### src/rtl/spi_ram_ctrl_if.sv
// Word-level link between the SPI slave and the command-decoding RAM.
// The SPI slave drives the command word and its valid level. The RAM returns
// read data together with a valid window.
interface spi_ram_ctrl_if;
  logic [9:0] din;
  logic       rx_valid;
  logic [7:0] dout;
  logic       tx_valid;

  // SPI slave side: issues commands, consumes read data
  modport master (
    output din,
    output rx_valid,
    input  dout,
    input  tx_valid
  );

  // RAM side: consumes commands, returns read data
  modport slave (
    input  din,
    input  rx_valid,
    output dout,
    output tx_valid
  );
endinterface

### src/rtl/spi_ram_ctrl.sv
// Command-decoding single-port RAM that sits behind an SPI slave.
// Each rising edge of rx_valid accepts one 10-bit word, and bits [9:8] of
// that word select the command:
//   00 load write address, 01 write data, 10 load read address,
//   11 read data. A read-data command drives dout and holds tx_valid high
//   for TX_HOLD cycles so the slave can serialise the byte.
module spi_ram_ctrl #(
  parameter int MEM_DEPTH = 256,
  parameter int ADDR_SIZE = 8,
  parameter int TX_HOLD   = 9
) (
  input  logic                clk,
  input  logic                rst_n,
  spi_ram_ctrl_if.slave       bus
);

  localparam logic [1:0] OP_WR_ADDR = 2'b00;
  localparam logic [1:0] OP_WR_DATA = 2'b01;
  localparam logic [1:0] OP_RD_ADDR = 2'b10;
  localparam logic [1:0] OP_RD_DATA = 2'b11;
  localparam logic [3:0] TX_LOAD    = 4'(TX_HOLD);

  logic                 rx_valid_q;
  logic                 rx_edge;
  logic [1:0]           opcode;
  logic [7:0]           payload;
  logic [ADDR_SIZE-1:0] addr_field;

  logic [ADDR_SIZE-1:0] wr_addr;
  logic [ADDR_SIZE-1:0] rd_addr;
  logic [7:0]           mem [MEM_DEPTH];

  logic [7:0]           dout_r;
  logic                 tx_valid_r;
  logic [3:0]           tx_cnt;

  // The slave holds rx_valid high for many cycles per word. Only the
  // low-to-high transition counts, so a held level is a single command.
  assign rx_edge    = bus.rx_valid & ~rx_valid_q;
  assign opcode     = bus.din[9:8];
  assign payload    = bus.din[7:0];
  assign addr_field = bus.din[ADDR_SIZE-1:0];

  // Register rx_valid for edge detection. It resets to 0, so a level that is
  // already high at reset release counts as a fresh word.
  always_ff @(posedge clk or negedge rst_n) begin
    if (!rst_n) begin
      rx_valid_q <= 1'b0;
    end else begin
      rx_valid_q <= bus.rx_valid;
    end
  end

  // Address registers. They change only on their own opcode and do not
  // auto-increment, so repeated data commands reuse the same location.
  always_ff @(posedge clk or negedge rst_n) begin
    if (!rst_n) begin
      wr_addr <= '0;
      rd_addr <= '0;
    end else if (rx_edge) begin
      if (opcode == OP_WR_ADDR) begin
        wr_addr <= addr_field;
      end
      if (opcode == OP_RD_ADDR) begin
        rd_addr <= addr_field;
      end
    end
  end

  // Storage array. It has no reset, so its contents survive rst_n.
  always_ff @(posedge clk) begin
    if (rx_edge && (opcode == OP_WR_DATA)) begin
      mem[wr_addr] <= payload;
    end
  end

  // Read response window. A read-data word captures mem[rd_addr] and opens
  // a TX_HOLD-cycle window, restarting it if one is already open. Any other
  // accepted word closes the window at once. Otherwise the counter runs down
  // and tx_valid falls on the 1 -> 0 step. dout keeps the last byte read.
  always_ff @(posedge clk or negedge rst_n) begin
    if (!rst_n) begin
      dout_r     <= 8'h00;
      tx_valid_r <= 1'b0;
      tx_cnt     <= 4'd0;
    end else if (rx_edge) begin
      if (opcode == OP_RD_DATA) begin
        dout_r     <= mem[rd_addr];
        tx_valid_r <= 1'b1;
        tx_cnt     <= TX_LOAD;
      end else begin
        tx_valid_r <= 1'b0;
        tx_cnt     <= 4'd0;
      end
    end else if (tx_cnt != 4'd0) begin
      tx_cnt <= tx_cnt - 4'd1;
      if (tx_cnt == 4'd1) begin
        tx_valid_r <= 1'b0;
      end
    end
  end

  assign bus.dout     = dout_r;
  assign bus.tx_valid = tx_valid_r;

endmodule

### src/flat_wrapper.sv
// flat-port wrapper written by rule: the top's interface ports become plain ports
module spi_ram_ctrl_flat 
#(
  parameter int MEM_DEPTH = 256,
  parameter int ADDR_SIZE = 8,
  parameter int TX_HOLD   = 9
)
  (clk, rst_n, bus_din, bus_rx_valid, bus_dout, bus_tx_valid);
  spi_ram_ctrl_if bus_i ();
  input  logic clk;
  input  logic rst_n;
  input wire logic [$bits(bus_i.din)-1:0] bus_din;
  input wire logic [$bits(bus_i.rx_valid)-1:0] bus_rx_valid;
  output wire logic [$bits(bus_i.dout)-1:0] bus_dout;
  output wire logic [$bits(bus_i.tx_valid)-1:0] bus_tx_valid;
  assign bus_i.din = bus_din;
  assign bus_i.rx_valid = bus_rx_valid;
  assign bus_dout = bus_i.dout;
  assign bus_tx_valid = bus_i.tx_valid;
  spi_ram_ctrl #(.MEM_DEPTH(MEM_DEPTH), .ADDR_SIZE(ADDR_SIZE), .TX_HOLD(TX_HOLD)) u_core (.clk(clk), .rst_n(rst_n), .bus(bus_i));
endmodule
### config.mk
export PLATFORM = sky130hd
export DESIGN_NAME = spi_ram_ctrl_flat
export DESIGN_NICKNAME = d
export VERILOG_FILES = /design/src/rtl/spi_ram_ctrl_if.sv /design/src/rtl/spi_ram_ctrl.sv /design/src/flat_wrapper.sv
export SDC_FILE = /design/constraint.sdc
export NUM_CORES = 2
export LEC_CHECK = 0
export CORE_ASPECT_RATIO = 1.1
export CORE_MARGIN = 4
export CORE_UTILIZATION = 48
export CTS_CLUSTER_DIAMETER = 60
export DETAILED_ROUTE_END_ITERATION = 16
export SETUP_SLACK_MARGIN = 0.3
export SYNTH_ARGS = -nofsm -noshare
export SYNTH_HDL_FRONTEND = slang
export SYNTH_SLANG_ARGS = --single-unit
### constraint.sdc
create_clock -name clk -period 6.8 [get_ports clk]
set_clock_uncertainty 0.05 [all_clocks]
set_input_delay 1.36 -clock clk [delete_from_list [all_inputs] [get_ports clk]]
set_output_delay 1.36 -clock clk [all_outputs]
set_load 0.01 [all_outputs]
## Word-level counts from Yosys, hierarchy flattened

Memories as Yosys holds them, arrays and structs flattened. A register that Yosys moved wholly into a read port is not among the register bits.
Cells that the tools add are included.
Widths: inputs -> output; s select.

- Equal/unequal tests: 4
- Bitwise logic cells: 2
- Reductions and logical operators: 10
- Multiplexer cells: 9
- Add/subtract/negate cells: 1

Operators by type and width:

| kind | count |
|---|---|
| $mux 4 | 3 |
| $reduce_and 2->1 | 4 |
| $mux 1 | 6 |
| $eq 2x2->1 const B | 2 |
| $eq 4x1->1 const B | 1 |
| $reduce_bool 2->1 | 2 |
| $reduce_bool 4->1 | 1 |
| $sub 4x1->4 const B | 1 |
| $eq 2x1->1 const B | 1 |
| $logic_not 2->1 | 1 |
| $and 1x1->1 | 1 |
| $logic_and 1x1->1 | 1 |
| $logic_not 1->1 | 1 |
| $not 1->1 | 1 |

- Input port bits: 13
- RAM bits: 2,048
- Output and inout port bits: 9
- Logic and storage cells: 32
- Flip-flop bits (word level): 22
- Memories: 1

Memory list:

| memory | depth | width | read ports | clocked after Yosys merged registers in | write ports | line | source |
|---|---|---|---|---|---|---|---|
| u_core.mem | 256 | 8 | 1 | 1 | 1 | spi_ram_ctrl.sv:31 | `logic [7:0] mem [MEM_DEPTH];` |

## Depth between registers and ports, before layout

- Word-level depth: 5
- Gate-level depth with buffers: 13
- Mapped depth without buffers: 7

## Worst setup path before layout

No wires, ideal clock.

- Kind: input to register
- Start point: input port bus_rx_valid
- End point: memory u_core.mem[160][0] (enable)
- Arrival: 2,988 ps
- Library setup time: 370 ps
- Required time: 6,380 ps
- Slack: 3,391 ps
- Stages on the path: 7
- Path buffers: 1
- Path through: and2b_1 -> nand2_1 -> nor2_1 -> and2_1 -> nand2_1 -> clkbuf_1 -> nor2_1

- Word-level cells in the longest chain between the ends: 4

RTL lines:

| item | line | source |
|---|---|---|
| from (decl) | flat_wrapper.sv:13 | `input wire logic [$bits(bus_i.rx_valid)-1:0] bus_rx_valid;` |
| $and 1x1->1 | spi_ram_ctrl.sv:39 | `assign rx_edge = bus.rx_valid & ~rx_valid_q;` |
| $logic_and 1x1->1 | spi_ram_ctrl.sv:72 | `if (rx_edge && (opcode == OP_WR_DATA)) begin` |
| $mux 1 | spi_ram_ctrl.sv:72 |  |
| $mux 1 (implied by the code) | spi_ram_ctrl.sv:73 | `mem[wr_addr] <= payload;` |
| to (decl) | spi_ram_ctrl.sv:31 |  |

Every way passes these cells.

## Worst setup path in the final report

- Start point: input port bus_rx_valid
- End point: memory u_core.mem[234][1] (enable)

Same word-level chain as after synthesis.

==> results by group <==
Critical path
  • Worst setup EP type: flop
  • CP peak stage delay: 0.91 ns
  • Crit path kind: in2reg
  • Worst path most repeated cell: nor2_1
  • Crit path required time: slightly above 7 ns
  • Worst reg-to-reg setup slack: 2.24 ns
  • CP top delay family: simple AND/OR/NAND/NOR gates
  • RR Startpoint: u_core.rd_addr[1]$_DFFE_PN0P_
  • Crit path max-delay cell type: nand3_1
  • Worst path bufs/invs: 2
  • Maximum fanout along the worst path: 10
  • Crit path DAT: 5.20 ns
  • Worst reg2reg endpoint: u_core.bus.dout[6]$_DFFE_PN0P_
  • Crit path cell chain: clkdlybuf4s50_1 > and2b_1 > nand2_1 > nor2_1 > nand3_1 > buf_4 > nor2_1
  • Reg2Reg Depth: 7
  • CP Launch Type: primary input

Drt
  • Routed length per instance: 32.13 um
  • Initial drt markers: roughly 4,800
  • Post-DRT Antenna Nets: 0
  • Via count: 40,000
  • First drt pass iteration count: 6
  • Routed wire length: 206.4 mm
  • Residual DRC: 0
  • Vias per Instance: 6.226

Placed design
  • Port Buffer Count: 21
  • Hpwl dp: between 100 and 150 mm
  • Post-DP Area: 83,430 um^2
  • Worst slack at placement: approximately 1.2 ns
  • GP Congestion: slightly below 0.9

Global route
  • Grt ovf: 0
  • Vias in the first global route: 39,990
  • First-pass GRT wire length: 297.2 mm
  • Initial antenna violation count: 7
  • Largest net degree at the start of global routing: 178
  • Tot GR Track Use: 23.64%

Timing
  • Slew Limit Fails: 0
  • Relative slew slack: 14.18%
  • Final worst setup slack: 2.006 ns
  • RSZ-0062 raised after global routing: no
  • Max Fclk: 208.6 MHz
  • Minimum clock period: 4.794 ns
  • Worst hold margin: approximately 0.56 ns
  • Post-route setup TNS: 0 ns
  • Setup violations, final: 0
  • Slew @ Worst Pin: 1.276 ns
  • Final period util: 70.49%
  • Hold Fails Final Rpt: 0

Floorplanning
  • Core Region: 167,200 um^2
  • Row cnt: ~160
  • Die X: 399.9 um
  • Starting density of the core: approximately half
  • DIE HEIGHT: 439.1 um
  • Die area: 175,600 um^2
  • IO Pins: 22

Status
  • Status: finished, final reports clean

Finish
  • Share of cells above drive strength 1: 19.62%
  • Inserted Diodes: 0
  • Post-route design area: 89,860 um^2
  • Final Util: 53.75%
  • NumNets Final: approximately 4,000
  • Area growth from synthesis to layout: 10.81%

Power and ir drop
  • Maximum vdd ir drop: 0.2470 mV
  • Static leakage: between 20 and 30 nW
  • Cell area power density: 327.7 nW/um^2

Logic synthesis
  • Mean Syn Cell Area: about 21 um^2
  • Post-synth EDFFs: 2,048
  • Post-Syn Instances: 3,949
  • Synth cell types: 64
  • Seq cells post-synth: around 2,100
  • Synth Cell Area: 81,090 um^2
  • Complex-gate fraction of the synthesized area: 3.387%
  • Largest family of logic cells by synthesized area: multiplexers
  • Top FF cell, synth: edfxtp_1
  • Mux share of post-synthesis cell area: between 10 and 15%
  • Post-synth ARST share: 1.444%
  • Yosys warnings: 0
  • Post-Synth XOR/XNOR Area: 0%
  • Post-synthesis sequential area ratio: 76.77%
  • Synth Area in Adders: 0.04629%
  • Syn_nets: around 4,000
  • Simple-Gate Fraction of Synth Area: under 10%

Clock tree
  • Clock Sinks: about 2,100
  • # Post-CTS Setup Buffers: 0
  • Clock slew at reported path FFs: approximately 0.06 ns
  • CTS tree: yes
  • H-tree levels: 4
  • Hold_buf cts: 0
  • Total clock buffers created by CTS: 202
  • Skew-Pair Late Insertion Delay: slightly above 0.8 ns
  • Clk buf depth: 3
  • Clock Root Buffer: clkbuf_16
  • Post-CTS Resized: 0

Min path
  • Hold Crit Start: u_core.tx_cnt[1]$_DFFE_PN0P_
  • Hold crit path type: reg2reg
  • Worst hold stages: 2
  • Hold Path Sink: u_core.tx_cnt[1]$_DFFE_PN0P_

Job
  • Max Cap Viol: 0
## placed cells by master, fill, tap and decap left out, types with 8 or more instances in the layout
cell type / instances
o221ai_1: 61
clkinv_2: 36
buf_12: 14
or3_1: 10
mux4_1: 11
nand3_1: 38
nand2_1: 101
mux2_2: 14
a31oi_1: 22
dfrtp_1: 26
buf_4: 80
inv_6: 8
clkinvlp_4: 12
nor3_1: 36
a211oi_1: 29
o21ai_0: 30
mux4_2: 398
edfxtp_1: 2048
a2111oi_0: 18
a2111oi_1: 8
mux2i_1: 262
clkdlybuf4s50_1: 12
and2_1: 15
nand4_1: 9
o22ai_1: 91
a22oi_1: 34
a21oi_1: 54
clkinv_1: 49
bufinv_16: 14
nor2_1: 287
clkbuf_1: 38
clkbuf_16: 205
nor2b_1: 10
## flip-flops by register name, summed over array words and instances, names as in the netlist
register	count
u_core.bus.dout	8
u_core.bus.tx_valid	1
u_core.mem	2048
u_core.rd_addr	8
u_core.rx_valid_q	1
u_core.tx_cnt	4
u_core.wr_addr	8
## power by group
| group | switching [mW] | internal [mW] | total, mW |
|---|---|---|---|
| registers | 0.216 | 14.1 | 14.3 |
| logic | 2.57 | 1.64 | 4.20 |
| clock network | 4.81 | 6.09 | 10.9 |
| total | 7.60 | 21.9 | 29.5 |
## logic make-up (layout without fill, tap and decap cells)
logic type,after synthesis,in the layout
AND/OR/NAND/NOR,548,548
flip-flops,2078,2078
buffers and inverters,245,495
adder cells (fa/ha/maj),3,3
AO/OA/AOI/OAI,390,390
multiplexers,685,685
## area by class of cell
type                       count  area [um^2]
inverter                       4        17.52
clock inverter               133         1152
tap                         2226         2785
sequential                  2078        62260
multi-input combinational   1626        17240
timing repair buffer         115         1125
fill                       12700        77310
clock buffer                 243         5273
## worst register-to-register path, cell delays in order, from the launching register on
cell and delay (ns):
dfrtp_4 0.87, buf_12 0.47, buf_4 0.87, mux4_2 0.40, mux4_2 0.27, o22ai_1 0.25
nor4_1 1.12, a221o_1 0.22
## synthesized netlist by cell type (all sizes together) (4+ instances only)
cell / instances / area, um^2
a2111oi: 28 / 252.7
a211oi: 29 / 217.7
a21oi: 54 / 270.3
a22o: 6 / 52.55
a22oi: 34 / 255.2
a31oi: 22 / 137.6
and2: 16 / 100.1
and3: 7 / 43.79
buf: 132 / 1219
clkbuf: 109 / 409.1
dfrtp: 30 / 750.7
edfxtp: 2048 / 61500
inv: 4 / 15.01
mux2: 14 / 157.7
mux2i: 262 / 2623
mux4: 409 / 9253
nand2: 102 / 382.9
nand2b: 7 / 43.79
nand3: 38 / 190.2
nand4: 9 / 56.30
nor2: 288 / 1081
nor2b: 12 / 75.07
nor3: 37 / 185.2
nor4: 7 / 43.79
o211ai: 4 / 35.03
o21a: 7 / 52.55
o21ai: 30 / 150.1
o221ai: 62 / 549.3
o22a: 4 / 35.03
o22ai: 91 / 569.3
or3: 10 / 62.56
## worst max-delay path by stage
stage / startpoint / to / slack (ns) / depth (start not counted)
global placement: bus_rx_valid / u_core.mem[234][4]$_DFFE_PP_ / 1.18 / 7
CTS: bus_rx_valid / u_core.mem[90][0]$_DFFE_PP_ / 2.09 / 7
floorplan: bus_rx_valid / u_core.mem[160][0]$_DFFE_PP_ / 3.39 / 7
detailed placement: bus_rx_valid / u_core.mem[234][4]$_DFFE_PP_ / 1.17 / 7
finish: bus_rx_valid / u_core.mem[234][1]$_DFFE_PP_ / 2.01 / 7
global route: bus_rx_valid / u_core.mem[202][1]$_DFFE_PP_ / 1.90 / 7
## layer usage
layer / vias up / GRT usage, % / share of wire [%]
met3: 335 / 4.259 / 7.6
met4: 2 / 7.539 / 3.4
met5: - / 0 / 0.0078
met2: 1776 / 36.65 / 47
li1: 16580 / - / -
met1: 21310 / 34.44 / 42
## through the flow
step / cells / total power, mW
CTS: 6425 / 29.63
global route: 6425 / 30.37
global placement: 6049 / 18.83
finish: 6425 / 29.45
detailed placement: 6049 / 18.83
floorplan: 3949 / 17.30
Power figures use the tool's default switching activity.
